### config.mk
export PLATFORM = sky130hd
export DESIGN_NAME = mac_divider
export DESIGN_NICKNAME = d
export VERILOG_FILES = /design/src/rtl/mac_divider_pkg.sv /design/src/rtl/mac_div_step.sv /design/src/rtl/mac_divider.sv
export SDC_FILE = /design/constraint.sdc
export NUM_CORES = 1
export LEC_CHECK = 0
export CAP_MARGIN = 20
export CORE_MARGIN = 1
export CORE_UTILIZATION = 40
export CTS_CLUSTER_DIAMETER = 50
export DETAILED_ROUTE_END_ITERATION = 12
export SLEW_MARGIN = 20
export SYNTH_ARGS = -nofsm -noshare
export SYNTH_HDL_FRONTEND = slang
export SYNTH_SLANG_ARGS = --single-unit
### constraint.sdc
create_clock -name clk -period 2.89 [get_ports clk]
set_input_delay 0.289 -clock clk [delete_from_list [all_inputs] [get_ports clk]]
set_output_delay 0.289 -clock clk [all_outputs]
set_load 0.02 [all_outputs]
### src/rtl/mac_divider_pkg.sv
// Shared constants and types for the multiply-add / divide datapath pair.
package mac_divider_pkg;

  // Operand width (multiplier inputs, divisor, remainder).
  localparam int MAC_WIDTH     = 8;
  // Product / dividend width (nominally 2*MAC_WIDTH).
  localparam int MAC_OUT_WIDTH = 16;

  typedef enum logic [1:0] {
    IDLE = 2'd0,
    CALC = 2'd1,
    DONE = 2'd2
  } state_t;

  typedef logic [MAC_OUT_WIDTH-1:0] dividend_t;
  typedef logic [MAC_WIDTH-1:0]     operand_t;

endpackage

### src/rtl/mac_div_step.sv
// One restoring-division step: shift the next dividend bit into the partial
// remainder and subtract the divisor when it fits.
module mac_div_step #(
  parameter int WIDTH = 8
) (
  input  logic [WIDTH:0]   partial,
  input  logic             in_bit,
  input  logic [WIDTH-1:0] divisor,
  output logic [WIDTH:0]   next_partial,
  output logic             q_bit
);

  // The partial remainder stays below the divisor, so the shifted value is
  // below 2*divisor and one extra bit is enough to hold the trial's sign.
  logic [WIDTH+1:0] shifted;
  logic [WIDTH+1:0] trial;

  assign shifted      = {partial, in_bit};
  assign trial        = shifted - {2'b00, divisor};
  assign q_bit        = ~trial[WIDTH+1];
  assign next_partial = q_bit ? (WIDTH+1)'(trial) : (WIDTH+1)'(shifted);

endmodule

### src/rtl/mac_divider.sv
// Sequential restoring divider that recovers A and C from DATA = A*B + C,
// producing one quotient bit per clock behind a start/busy/done handshake.
module mac_divider
  import mac_divider_pkg::*;
#(
  parameter int WIDTH     = MAC_WIDTH,
  parameter int OUT_WIDTH = MAC_OUT_WIDTH
) (
  input  logic                 clk,
  input  logic                 reset,
  input  logic                 start,
  input  logic [OUT_WIDTH-1:0] DIVIDEND,
  input  logic [WIDTH-1:0]     DIVISOR,
  output logic                 busy,
  output logic                 done,
  output logic                 div_by_zero,
  output logic [OUT_WIDTH-1:0] QUOTIENT,
  output logic [WIDTH-1:0]     REMAINDER
);

  localparam int CNT_W = $clog2(OUT_WIDTH);
  localparam logic [CNT_W-1:0] CNT_INIT = CNT_W'(OUT_WIDTH - 1);

  state_t               state;
  // Dividend bits shift out of the top while quotient bits shift in at the
  // bottom, so after OUT_WIDTH steps this register holds the quotient.
  logic [OUT_WIDTH-1:0] work;
  logic [WIDTH-1:0]     divisor_q;
  logic [WIDTH:0]       partial;
  logic [CNT_W-1:0]     count;
  // Zero divisor: result is published one cycle after acceptance.
  logic                 zero_pending;

  logic [WIDTH:0]       next_partial;
  logic                 q_bit;
  logic                 accept;

  mac_div_step #(.WIDTH(WIDTH)) u_step (
    .partial     (partial),
    .in_bit      (work[OUT_WIDTH-1]),
    .divisor     (divisor_q),
    .next_partial(next_partial),
    .q_bit       (q_bit)
  );

  // A new request is taken in IDLE, or in the result cycle of DONE.
  assign accept = start && ((state == IDLE) || (state == DONE && !zero_pending));

  // Control FSM, iteration datapath and registered outputs.
  always_ff @(posedge clk or posedge reset) begin
    if (reset) begin
      // NOTE: working registers are cleared as well, so an aborted operation
      // leaves nothing behind for the next one.
      state        <= IDLE;
      work         <= '0;
      divisor_q    <= '0;
      partial      <= '0;
      count        <= '0;
      zero_pending <= 1'b0;
      busy         <= 1'b0;
      done         <= 1'b0;
      div_by_zero  <= 1'b0;
      QUOTIENT     <= '0;
      REMAINDER    <= '0;
    end else if (accept) begin
      // NOTE: non-blocking assignments, so every term on the right is the
      // pre-edge value regardless of statement order.
      work      <= DIVIDEND;
      divisor_q <= DIVISOR;
      partial   <= '0;
      count     <= CNT_INIT;
      done      <= 1'b0;
      if (DIVISOR == '0) begin
        state        <= DONE;
        zero_pending <= 1'b1;
        busy         <= 1'b0;
      end else begin
        state        <= CALC;
        zero_pending <= 1'b0;
        busy         <= 1'b1;
      end
    end else begin
      case (state)
        IDLE: begin
          done <= 1'b0;
        end

        CALC: begin
          partial <= next_partial;
          work    <= {work[OUT_WIDTH-2:0], q_bit};
          count   <= count - 1'b1;
          if (count == '0) begin
            QUOTIENT    <= {work[OUT_WIDTH-2:0], q_bit};
            REMAINDER   <= next_partial[WIDTH-1:0];
            div_by_zero <= 1'b0;
            done        <= 1'b1;
            busy        <= 1'b0;
            state       <= DONE;
          end
        end

        DONE: begin
          if (zero_pending) begin
            QUOTIENT     <= '1;
            REMAINDER    <= work[WIDTH-1:0];
            div_by_zero  <= 1'b1;
            done         <= 1'b1;
            zero_pending <= 1'b0;
          end else begin
            done  <= 1'b0;
            state <= IDLE;
          end
        end

        default: begin
          state        <= IDLE;
          busy         <= 1'b0;
          done         <= 1'b0;
          zero_pending <= 1'b0;
        end
      endcase
    end
  end

endmodule

==> results.md <==
- Outcome: complete, no violations
- Period Utilization, post-route: 87.24%
- Worst-Margin Slew: 574.6 ps
- VDD IR max: 0.0005291 V
- Mapped Area: 0.003392 mm2
- TNS Setup: 0 ps
- Clock skew: 7.375 ps
- Most frequent cells in the layout: nand2_1, dfrtp_1, clkdlybuf4s50_1
- Die area: 0.008852 mm2
- Dominant synthesized flop cell: dfrtp_1
- Starting density of the core: 41.28%
- Post-CTS Setup Bufs: 0
- DR vias/cell: 5.113
- Count of cell types in the netlist: 42
- Post-route cell area: 0.004217 mm2
- DP HPWL: 5.362 mm
- DR pass1 iterations: 4
- Crit path time final: 2521 ps
- Area Growth Syn to Fin: 24.31%
- Yosys reg bits: 67
- CTS tree: yes
- First-pass GRT wire length: 12.79 mm
- Hold Crit Class: primary input to asynchronous set/reset pin
- Syn avg cell area: 9.501 um2
- Total track usage: 18.83%
- Antenna cells: 0
- Fraction of layout cells with a size suffix above 1: 6.490%
- Max-slew violation count: 0
- WP data required: 3150 ps
- Clock Latency Late Sink: 330 ps
- Vias: 2664
- CTS resizes: 0
- Hold-fix buffer count after cts: 0
- Maximum Capacitance Violations: 0
- Root Buffer: clkbuf_8
- Setup WS pre-CTS: 375.9 ps
- Mapped Cells: 357
- Post-synth ARST share: 100.0%
- Setup crit start kind: flop
- Port Buffer Count: 53
- Seq/Total Area, Yosys: 49.43%
- Final std cells w/o fill: 521
- Ys Warns: 0
- Worst Setup End Kind: flop
- H-tree levels: 3
- Max FO, Critical Path: 7
- Num ports: 54
- Placed cell count: 505
- Core area: 0.008217 mm2
- Row count: 33
- Critical path class: flop to flop
- Hold Vio Cnt, Final: 0
- Clk sink count: 67
- Largest net degree at the start of global routing: 46
- Syn nets: 397
- CTS Buffer Depth: 2
- Die width: 94.09 um
- Reg clk slew, reported paths: 70 ps
- Critical Path AT: 2780 ps
- DRT iter0 DRCs: 116
- Grt ovf: 0
- Post-route DRC: 0
- Placement Cell Area: 0.004055 mm2
- RSZ-0062 raised after global routing: no
- Vias in the first global route: 2583
- Drt wl/cell: 14.47 um
- Most common cell after layout, fill and taps aside: nand2_1
- Post-synth EDFFs: 0
- Final setup violation count: 0
- Leakage power: 1.866 nW
- Routed WL: 7.537 mm
- Initial antenna violation count: 0
- Die Height: 94.09 um
- Setup WS post-layout: 368.8 ps
- Power per cell area: 1347 mW/mm2
- Max-slew headroom: 61.44%
- Hold slack: 302.1 ps
- Number of buffers created by CTS: 9
- Fin nets: 451
- Max frequency: 396.6 MHz
- Routed Antenna Nets: 0
- Routability cong.: 0.8178
## Yosys cell counts (all sizes together), types with 2 or more instances
cell type	count	area share, %
a211oi	2	0.44
a21o	5	1.1
a21oi	24	3.5
a22oi	4	0.89
a31oi	2	0.37
and3	4	0.89
buf	8	1.0
clkbuf	10	1.1
dfrtp	67	49
ha	12	4.4
inv	16	1.8
mux2i	20	5.9
nand2	70	7.7
nand2b	4	0.74
nand3	8	1.2
nor2	11	1.2
nor3	2	0.30
nor4	3	0.55
o211ai	2	0.44
o21a	3	0.66
o21ai	52	7.7
o22ai	4	0.74
o311ai	2	0.52
xnor2	6	2.1
xor2	5	1.8
## where the power goes
part | total [W] | internal, W | leakage (nW) | switching [W]
Sequential | 0.00172 | 0.00140 | 0.817 | 0.000323
Clock | 0.000667 | 0.000307 | 0.0791 | 0.000359
Combinational | 0.00330 | 0.00142 | 0.970 | 0.00188
Total | 0.00568 | 0.00312 | 1.87 | 0.00256
## layout make-up
type / instances / area [um2]
clock buffer: 11 / 131.4
clock inverter: 5 / 30.03
fill: 802 / 4000
inverter: 16 / 60.06
multi-input combinational: 256 / 1584
sequential: 67 / 1677
tap: 105 / 131.4
timing repair buffer: 61 / 603.1
## sequential cells by signal (all words and copies together) (netlist names)
signal	flops
zero_pending	1
state	2
work	16
REMAINDER	8
div_by_zero	1
partial	9
done	1
QUOTIENT	16
count	4
divisor_q	8
busy	1
## path summary, 6_finish.rpt
kind                                    startpoint                        to  slack [ps]  cells after the start
setup / recovery            partial[6]$_DFFE_PP0P_    partial[0]$_DFFE_PP0P_         370                      7
hold reg to reg            QUOTIENT[8]$_DFFE_PP0P_   QUOTIENT[8]$_DFFE_PP0P_         470                      2
max in group asynchronous                    reset  divisor_q[3]$_DFFE_PP0P_        1960                      3
hold / removal                               reset   QUOTIENT[2]$_DFFE_PP0P_         300                      2
min in group clk           QUOTIENT[8]$_DFFE_PP0P_   QUOTIENT[8]$_DFFE_PP0P_         470                      2
setup reg to reg            partial[6]$_DFFE_PP0P_    partial[0]$_DFFE_PP0P_         370                      7
## cell families (layout without fill, tap and decap cells)
| kind of cell | Yosys count | after routing | share of synthesized area, % |
|---|---|---|---|
| flip-flops | 67 | 67 | 49.43 |
| multiplexers | 21 | 21 | 6.234 |
| adder cells (fa/ha/maj) | 13 | 13 | 5.017 |
| XOR/XNOR | 11 | 11 | 3.947 |
| buffers and inverters | 34 | 93 | 3.873 |
| AO/OA/AOI/OAI | 107 | 107 | 18.52 |
| AND/OR/NAND/NOR | 104 | 104 | 12.98 |
## through the flow
stage               util [%]  total power [W]
finish                 51.32         0.005681
CTS                    51.32         0.005734
global placement       49.35         0.005008
floorplan                  -         0.004067
global route           51.32         0.006215
detailed placement     49.35         0.005048
## critical path, cell delays in order (launching register included)
cell and delay [ps]:
dfrtp_1 420, ha_1 370, and3_4 210, and3_1 180
a221o_4 470, xnor2_4 260, mux2_1 380, a21oi_1 160
## metal layers
metal	routed length, um	vias to the layer above	GRT usage [%]
met5	0	-	0
met4	70	0	3.846
met3	294	7	4.450
met2	3390	59	29.56
met1	3781	1244	26.40
li1	-	1354	-
Note: power is estimated with default switching activity, not from simulation.
